$ cat src/rtl/friscv_dispatcher.sv
// friscv_dispatcher: in-order instruction queue that hands one instruction at a
// time to one of NB_UNIT execution units selected by a one-hot tag.
//
// Configuration macro: FRISCV_SCOREBOARD_EN
//   defined   -> a 32-entry pending-write scoreboard lets the head issue as soon
//                as none of its registers is waiting for a writeback.
//   undefined -> no scoreboard; the head issues only when every unit is ready,
//                which serialises execution completely.
module friscv_dispatcher #(
    parameter int INST_W      = 128,
    parameter int NB_UNIT     = 3,
    parameter int QUEUE_DEPTH = 4
)(
    input  logic                           aclk,
    input  logic                           srst,
    // inbound instruction channel
    input  logic                           proc_valid,
    output logic                           proc_ready,
    input  logic [INST_W-1:0]              proc_instbus,
    input  logic [NB_UNIT-1:0]             proc_sel,
    input  logic [4:0]                     proc_rs1,
    input  logic [4:0]                     proc_rs2,
    input  logic [4:0]                     proc_rd,
    input  logic                           proc_rd_wr,
    input  logic                           flush,
    // execution unit side
    output logic [NB_UNIT-1:0]             unit_valid,
    input  logic [NB_UNIT-1:0]             unit_ready,
    output logic [INST_W-1:0]              unit_instbus,
    input  logic [NB_UNIT-1:0]             unit_rd_wr,
    input  logic [NB_UNIT*5-1:0]           unit_rd_addr,
    // status
    output logic                           proc_busy,
    output logic                           proc_exception,
    output logic [$clog2(QUEUE_DEPTH):0]   queue_level
);

    localparam int PTR_W = $clog2(QUEUE_DEPTH);

    localparam logic [PTR_W:0]     PTR_ONE = (PTR_W + 1)'(1);
    localparam logic [NB_UNIT-1:0] SEL_ONE = NB_UNIT'(1);

    // One queued instruction with everything the issue logic needs.
    typedef struct packed {
        logic [INST_W-1:0]  inst;
        logic [NB_UNIT-1:0] sel;
        logic [4:0]         rs1;
        logic [4:0]         rs2;
        logic [4:0]         rd;
        logic               rd_wr;
    } entry_t;

    entry_t         mem [QUEUE_DEPTH];
    entry_t         head;
    entry_t         wr_entry;

    // Pointers carry one extra wrap bit so full and empty are distinguishable
    // and the fill level is a plain subtraction.
    logic [PTR_W:0] wr_ptr;
    logic [PTR_W:0] rd_ptr;

    logic           empty;
    logic           full;
    logic           push;
    logic           pop;
    logic           head_legal;
    logic           drop_illegal;
    logic           issue_ok;
    logic           issued;
    logic           busy_next;

    assign queue_level = wr_ptr - rd_ptr;
    assign empty       = (wr_ptr == rd_ptr);
    assign full        = (wr_ptr[PTR_W] != rd_ptr[PTR_W]) &&
                         (wr_ptr[PTR_W-1:0] == rd_ptr[PTR_W-1:0]);

    assign head        = mem[rd_ptr[PTR_W-1:0]];

    // A slot frees only on the next edge, so a full queue never accepts even
    // if the head leaves in the same cycle; flush and reset also refuse input.
    assign proc_ready  = !srst && !flush && !full;
    assign push        = proc_valid && proc_ready;

    assign wr_entry = '{
        inst:  proc_instbus,
        sel:   proc_sel,
        rs1:   proc_rs1,
        rs2:   proc_rs2,
        rd:    proc_rd,
        rd_wr: proc_rd_wr
    };

    // Exactly one target bit set: non-zero and clearing the lowest set bit
    // leaves nothing behind.
    assign head_legal   = (head.sel != '0) && ((head.sel & (head.sel - SEL_ONE)) == '0);

    // Illegal heads are discarded without ever being offered to a unit.
    assign drop_illegal = !srst && !empty && !head_legal && !flush;

    // Offer the head to its single target unit when it is allowed to issue.
    // Once asserted the request cannot be withdrawn except by flush/reset:
    // the head only changes on a pop, and the issue condition for a given
    // head can only improve (scoreboard bits for it are set only by its own
    // issue; without the scoreboard it only asserts when the target is ready).
    always_comb begin
        // NOTE: give every combinational output a default first so no path
        // leaves it unassigned and a latch gets inferred.
        unit_valid = '0;
        if (!srst && !empty && head_legal && issue_ok && !flush)
            unit_valid = head.sel;
    end

    assign issued       = |(unit_valid & unit_ready);
    assign pop          = issued || drop_illegal;

    // The shared instruction bus always mirrors the head, zero when empty.
    assign unit_instbus = empty ? '0 : head.inst;

    // Queue pointers: push/pop advance, flush discards everything unissued.
    always_ff @(posedge aclk) begin
        // NOTE: sequential state uses non-blocking assignments so every
        // register samples pre-edge values regardless of statement order.
        if (srst) begin
            wr_ptr <= '0;
            rd_ptr <= '0;
        end else if (flush) begin
            rd_ptr <= wr_ptr;
        end else begin
            if (push)
                wr_ptr <= wr_ptr + PTR_ONE;
            if (pop)
                rd_ptr <= rd_ptr + PTR_ONE;
        end
    end

    // Queue storage: written on an accepted push only.
    always_ff @(posedge aclk) begin
        // NOTE: the storage array has no reset; contents are only ever read
        // through a valid pointer range, so clearing them would buy nothing.
        if (push)
            mem[wr_ptr[PTR_W-1:0]] <= wr_entry;
    end

    // One-cycle exception pulse for every illegal head that gets discarded.
    always_ff @(posedge aclk) begin
        if (srst)
            proc_exception <= 1'b0;
        else
            proc_exception <= drop_illegal;
    end

`ifdef FRISCV_SCOREBOARD_EN

    logic [31:0] pending;
    logic [31:0] clr_mask;
    logic [31:0] set_mask;

    // The head may issue when none of its operands or its destination is
    // waiting for an outstanding writeback; x0 is never pending.
    assign issue_ok = !pending[head.rs1] &&
                      !pending[head.rs2] &&
                      !(head.rd_wr && pending[head.rd]);

    // Collect the registers released by completion writebacks this cycle.
    always_comb begin
        clr_mask = '0;
        for (int i = 0; i < NB_UNIT; i++) begin
            if (unit_rd_wr[i])
                clr_mask[unit_rd_addr[i*5 +: 5]] = 1'b1;
        end
    end

    // Mark the destination of the instruction issuing this cycle.
    always_comb begin
        set_mask = '0;
        if (issued && head.rd_wr && (head.rd != 5'd0))
            set_mask[head.rd] = 1'b1;
    end

    // Scoreboard update: release first, then set, so a same-cycle set wins.
    // Flush leaves it untouched because in-flight instructions still complete.
    always_ff @(posedge aclk) begin
        if (srst)
            pending <= '0;
        else
            pending <= ((pending & ~clr_mask) | set_mask) & ~32'd1;
    end

    assign busy_next = !empty || (|pending);

`else

    // Without a scoreboard, only issue into a completely idle back end.
    assign issue_ok  = &unit_ready;
    assign busy_next = !empty || !(&unit_ready);

    // Writeback ports and register fields only matter to the scoreboard.
    logic unused_sb_inputs;
    assign unused_sb_inputs = ^{unit_rd_wr, unit_rd_addr,
                                head.rs1, head.rs2, head.rd, head.rd_wr};

`endif

    // Registered busy flag, lagging the queue/back-end state by one cycle.
    always_ff @(posedge aclk) begin
        if (srst)
            proc_busy <= 1'b0;
        else
            proc_busy <= busy_next;
    end

endmodule

$ cat config.mk
export PLATFORM = sky130hd
export DESIGN_NAME = friscv_dispatcher
export DESIGN_NICKNAME = d
export VERILOG_FILES = /design/src/rtl/friscv_dispatcher.sv
export SDC_FILE = /design/constraint.sdc
export NUM_CORES = 1
export LEC_CHECK = 0
export ABC_CLOCK_PERIOD_IN_PS = 5600
export CAP_MARGIN = 20
export CORE_ASPECT_RATIO = 1.5
export CORE_MARGIN = 2
export CORE_UTILIZATION = 50
export CTS_CLUSTER_DIAMETER = 60
export CTS_CLUSTER_SIZE = 10
export DETAILED_ROUTE_END_ITERATION = 7
export PLACE_DENSITY = 0.76
export REMOVE_ABC_BUFFERS = 1
export SYNTH_ARGS = -nofsm -noshare
export SYNTH_HDL_FRONTEND = slang
export SYNTH_SLANG_ARGS = --single-unit
$ cat constraint.sdc
create_clock -name aclk -period 5.6 [get_ports aclk]
set_input_delay 0.84 -clock aclk [delete_from_list [all_inputs] [get_ports aclk]]
set_output_delay 0.84 -clock aclk [all_outputs]
set_load 0.01 [all_outputs]
Word level (Yosys, flattened, before mapping)

Memories as Yosys holds them, arrays and structs flattened. A register that Yosys moved wholly into a read port is not among the register bits.
Cells that the tools add are included.

Bits in writable memories: 588
Logic and storage cells: 48
Flip-flop bits (word level): 8
Input bits: 172
Output and inout bits: 137
Memories kept: 1

Memories:

| name | depth | width | read ports | clocked after memory_dff | wr ports | RTL line | source |
|---|---|---|---|---|---|---|---|
| mem  | 4     | 147   | 1          | 1                        | 1        | 53       | `entry_t mem [QUEUE_DEPTH];` |

Bitwise operators: 3
Reductions and logical operators: 25
Add/subtract/negate cells: 4
Multiplexer cells: 8
Eq/ne operators: 3

Operators by type and width:

| operator            | count |
|---|---|
| $mux 128            | 1 |
| $logic_and 1x1->1   | 11 |
| $mux 3              | 3 |
| $add 3x1->3 const B | 2 |
| $and 3x3->3         | 2 |
| $logic_not 1->1     | 6 |
| $mux 2              | 2 |
| $eq 3x3->1          | 1 |
| $logic_not 3->1     | 1 |
| $reduce_and 3->1    | 1 |
| $reduce_bool 3->1   | 1 |
| $reduce_or 3->1     | 1 |
| $sub 3x1->3 const B | 1 |
| $sub 3x3->3         | 1 |
| $eq 2x2->1          | 1 |
| $logic_or 1x1->1    | 2 |
| $mux 1              | 2 |
| $reduce_and 2->1    | 1 |
| $reduce_bool 2->1   | 1 |
| $ne 1x1->1          | 1 |
| $not 1->1           | 1 |

Logic depth before layout (Yosys ltp)

Depth after elaboration: 15
Depth in mapped cells: 7
Depth with buffers taken out: 7

Worst setup path after synthesis

Ideal clock, no wire load.

Kind: in2reg
From: input flush
To: memory mem[3][100] (netlist bit), enable pin
Path slack: 0.610 ns
Stages on the path: 4
Arrival: 4.482 ns
Setup time: 0.508 ns
Path through: clkbuf_1 -> nor2_1 -> o211a_2 -> and2_1

Longest elaborated chain between the ends: 6

Ends and longest elaborated chain:

| item                            | RTL line | source |
|---|---|---|
| start, declared                 | 25       | `input logic flush,` |
| $logic_not 1->1                 | 81       | `assign proc_ready = !srst && !flush && !full;` |
| $logic_and 1x1->1 (2 in series) | 81       |  |
| $logic_and 1x1->1               | 82       | `assign push = proc_valid && proc_ready;` |
| $mux 1                          | 140      | `if (push)` |
| $mux 1 (implied by the code)    | 141      | `mem[wr_ptr[PTR_W-1:0]] <= wr_entry;` |
| end, declared                   | 53       |  |

No other way between the ends.

==> results.yml <==
critical_path:
  regToRegEndpoint: "mem[1][28]"
  critPathBufInv: 1
  ff2ff_setup_slack_ps: 2700
  worst_flop_to_flop_path_startpoint: "wr_ptr[0]"
  cp-end-kind: "output port"
  critPathMaxFanout: 35
  timing_worst_setup_path_type: "reg -> out"
  timing.critical_path.cells: "mux4_2 > xor2_1 > o21ai_1 > and4b_1 > clkdlybuf4s50_1"
  critPathTopFamily: "flip-flops"
  critPathMaxStageDelay_ps: 830
  crit_path_top_delay_cell: "dfxtp_4"
  worst_ep_required_time_ps: 4760
  timing.reg2reg.worst_path_depth: 6
  critPathArrivalTime_ps: 3390
  crit_path_start_kind: "flip-flop"
finish:
  layout-drive-gt1-share_pct: 18.1
  final_cell_mix: "edfxtp_1, clkdlybuf4s50_1, mux4_2, nor2b_1, clkbuf_16"
  final_common_cell: "edfxtp_1"
  fillers: 2686
  final_nets: 1385
  final-seq-area_mm2: 0.0159
  area.growth.synth_to_final_pct: 24.7
  final_cell_area_mm2: 0.0254
  multi_input_gate_area_mm2: 0.00421
detailed_routing:
  drt-total-wl_mm: 40.8
  drc: 0
  drtIter0Drc: 678
  num_vias: 9792
  antenna_left: 0
  firstDrtPassIters: 5
  drt-wirelength-per-cell_um: 23.4
  vias_per_cell: 5.63
floorplan:
  core.rowCount: 90
  initial_core_util_pct: 50.6
  core-area_mm2: 0.0402
  chip_width_um: 169
  die_area_mm2: 0.0423
  top_level_ports: 309
  die_y_um: 251
clock_tree:
  insertion_delay_ps: 590
  cts_inserted_buffers: 59
  register_clock_pin_slew_on_the_reported_worst_setup_and_hold_paths_ps: 60
  post_cts_resize_count: 0
  tritoncts_clock_tree: "yes"
  htree_levels: 2
  ctsHoldBuffers: 0
  cts.sink_count: 534
  max_root_sink_buffers: 3
  postCtsSetupBuffers: 0
  cts_root_buf: "clkbuf_16"
timing:
  worst_slew_margin_rel_pct: 35.0
  timing.setup.tns_ps: 0
  slew_violations: 0
  finalSetupViolations: 0
  timing_worst_slew_pin_value_ps: 975
  final-hold-violation-count: 0
  final_critical_path_setup_slack_ps: 1370
  skew_ps: 18.9
  final.min_clock_period_ps: 4230
  final.period_utilization_pct: 75.6
  rsz0062_at_grt: "no"
  achievable-frequency_mhz: 236
placed_design:
  io_buffers: 274
  pre_cts_ws_ps: 1840
  post_dp_cell_area_mm2: 0.0237
  place.gp.congestion: 0.724
  detailedPlacementHpwl_mm: 23.5
power_and_ir_drop:
  power_density_mw_per_mm2: 341
  power.leakage_uw: 0.00792
  fin_total_pwr_uw: 8640
  worst_ir_drop_vdd_mv: 0.261
grt:
  grt.overflow.total: 0
  grt_pass1_wl_mm: 61.9
  grt_pass1_vias: 10300
  grtUsageTotal_pct: 19.5
  number_of_antenna_violations_at_the_first_check_in_global_routing: 5
  grt_max_degree: 83
yosys:
  postSynthAreaPerCell_um2: 22.6
  synth_seq_area_share_pct: 78.4
  synth_adder_area_share_pct: 0.529
  number_of_distinct_library_cells_after_synthesis: 32
  number_of_instances_in_the_synthesized_netlist: 899
  post_synth_and_or_nand_nor_area_fraction_pct: 4.62
  yosys_register_bits: 534
  synth.mux.area_fraction_pct: 14.5
  xor_and_xnor_fraction_of_the_mapped_netlist_area_pct: 0.258
  yosys_warnings: 0
  netlist_area_mm2: 0.0203
  synth_compound_gate_area_share_pct: 0.683
  synth_top_family_by_area: "multiplexers"
min_path:
  min_delay_path_depth: 1
  hp-start: "rd_ptr[0]"
  kind_of_path_behind_the_tightest_hold_check: "reg -> reg"
run_status:
  outcome: "finished, final reports clean"
flow_run:
  maxCapViolCount: 0
[cells by family (layout without fill, tap and decap cells)]
family	after synthesis	count (layout)
flops	534	534
other cells	0	3
simple gates	152	152
buf+inv	52	383
mux	131	131
fa+ha+maj	8	8
compound gates	16	16
xor+xnor	6	6
[Yosys cell counts]
cell | count | area share (%)
o21a_1 | 1 | 0.037
nor2b_1 | 128 | 3.9
clkbuf_1 | 21 | 0.39
and2_1 | 5 | 0.15
dfxtp_1 | 10 | 0.98
edfxtp_1 | 524 | 77
nor4b_2 | 1 | 0.074
o21ai_0 | 1 | 0.025
buf_2 | 14 | 0.34
o2111a_1 | 1 | 0.055
o211ai_1 | 1 | 0.037
fa_1 | 1 | 0.098
mux4_2 | 131 | 15
and4b_1 | 2 | 0.098
and3_1 | 1 | 0.031
nand2b_1 | 1 | 0.031
nor2_1 | 10 | 0.18
ha_1 | 7 | 0.43
a21oi_1 | 3 | 0.074
a2111oi_1 | 2 | 0.098
and4_1 | 1 | 0.043
o21ai_1 | 2 | 0.049
nor3_1 | 2 | 0.049
xnor2_1 | 4 | 0.17
nand2_1 | 1 | 0.018
buf_1 | 11 | 0.20
a221oi_1 | 2 | 0.086
inv_1 | 6 | 0.11
o211a_2 | 1 | 0.049
a211oi_4 | 1 | 0.098
a2111oi_2 | 1 | 0.074
xor2_1 | 2 | 0.086
[final cells by class]
cell class / count / area share [%]
diodes: 3 / 0.0296
clock buffers: 82 / 6.25
clock inverters: 4 / 0.138
inverters: 6 / 0.0888
multi-input cells: 313 / 16.6
flip-flops and latches: 534 / 62.9
well taps: 506 / 2.50
repair buffers: 291 / 11.6
[routing by layer]
layer,vias up,GRT usage (%),wire [um]
met5,-,0,30
met4,4,8.25,1490
met3,86,3.95,2080
met2,288,33.3,21400
met1,5124,24.4,15700
li1,4290,-,-
[report_power, final]
group	internal [uW]	switching, uW
clock	1930	1400
sequential	4440	28.9
combinational	463	381
[through the flow]
step / cells / utilization [%] / hold slack (ps)
after floorplan: 853 / - / 494
after global placement: 1650 / 59.0 / 534
after detailed placement: 1650 / 59.0 / 539
after CTS: 1736 / 63.1 / 554
after global routing: 1739 / 63.1 / 575
final: 1739 / 63.1 / 569
[worst reg2reg max path: cells and delay by family (launching register included)]
kind                       cells  cell delay (ps)
and+or+nand+nor                2              770
buffers and inverters          2              570
DFF                            1              420
AOI/OAI and AO/OA              1              290
adders and majority gates      1              330
[state kept, by name, indices dropped and copies added, names as in the netlist, named ones only]
name and flops:
proc_exception 1, rd_ptr 3, proc_busy 1, mem 524, wr_ptr 3
[worst max path at each step]
stage / startpoint / to / slack [ps] / cells past startpoint
global route: flip-flop / unit_instbus[46] / 1090 / 4
global placement: flip-flop / unit_instbus[67] / 1820 / 4
detailed placement: flip-flop / unit_instbus[67] / 1840 / 4
floorplan: flip-flop / unit_valid[0] / -2120 / 4
CTS: flip-flop / unit_instbus[67] / 1220 / 4
finish: flip-flop / unit_valid[0] / 1370 / 5
Note: power is estimated with default switching activity, not from simulation.
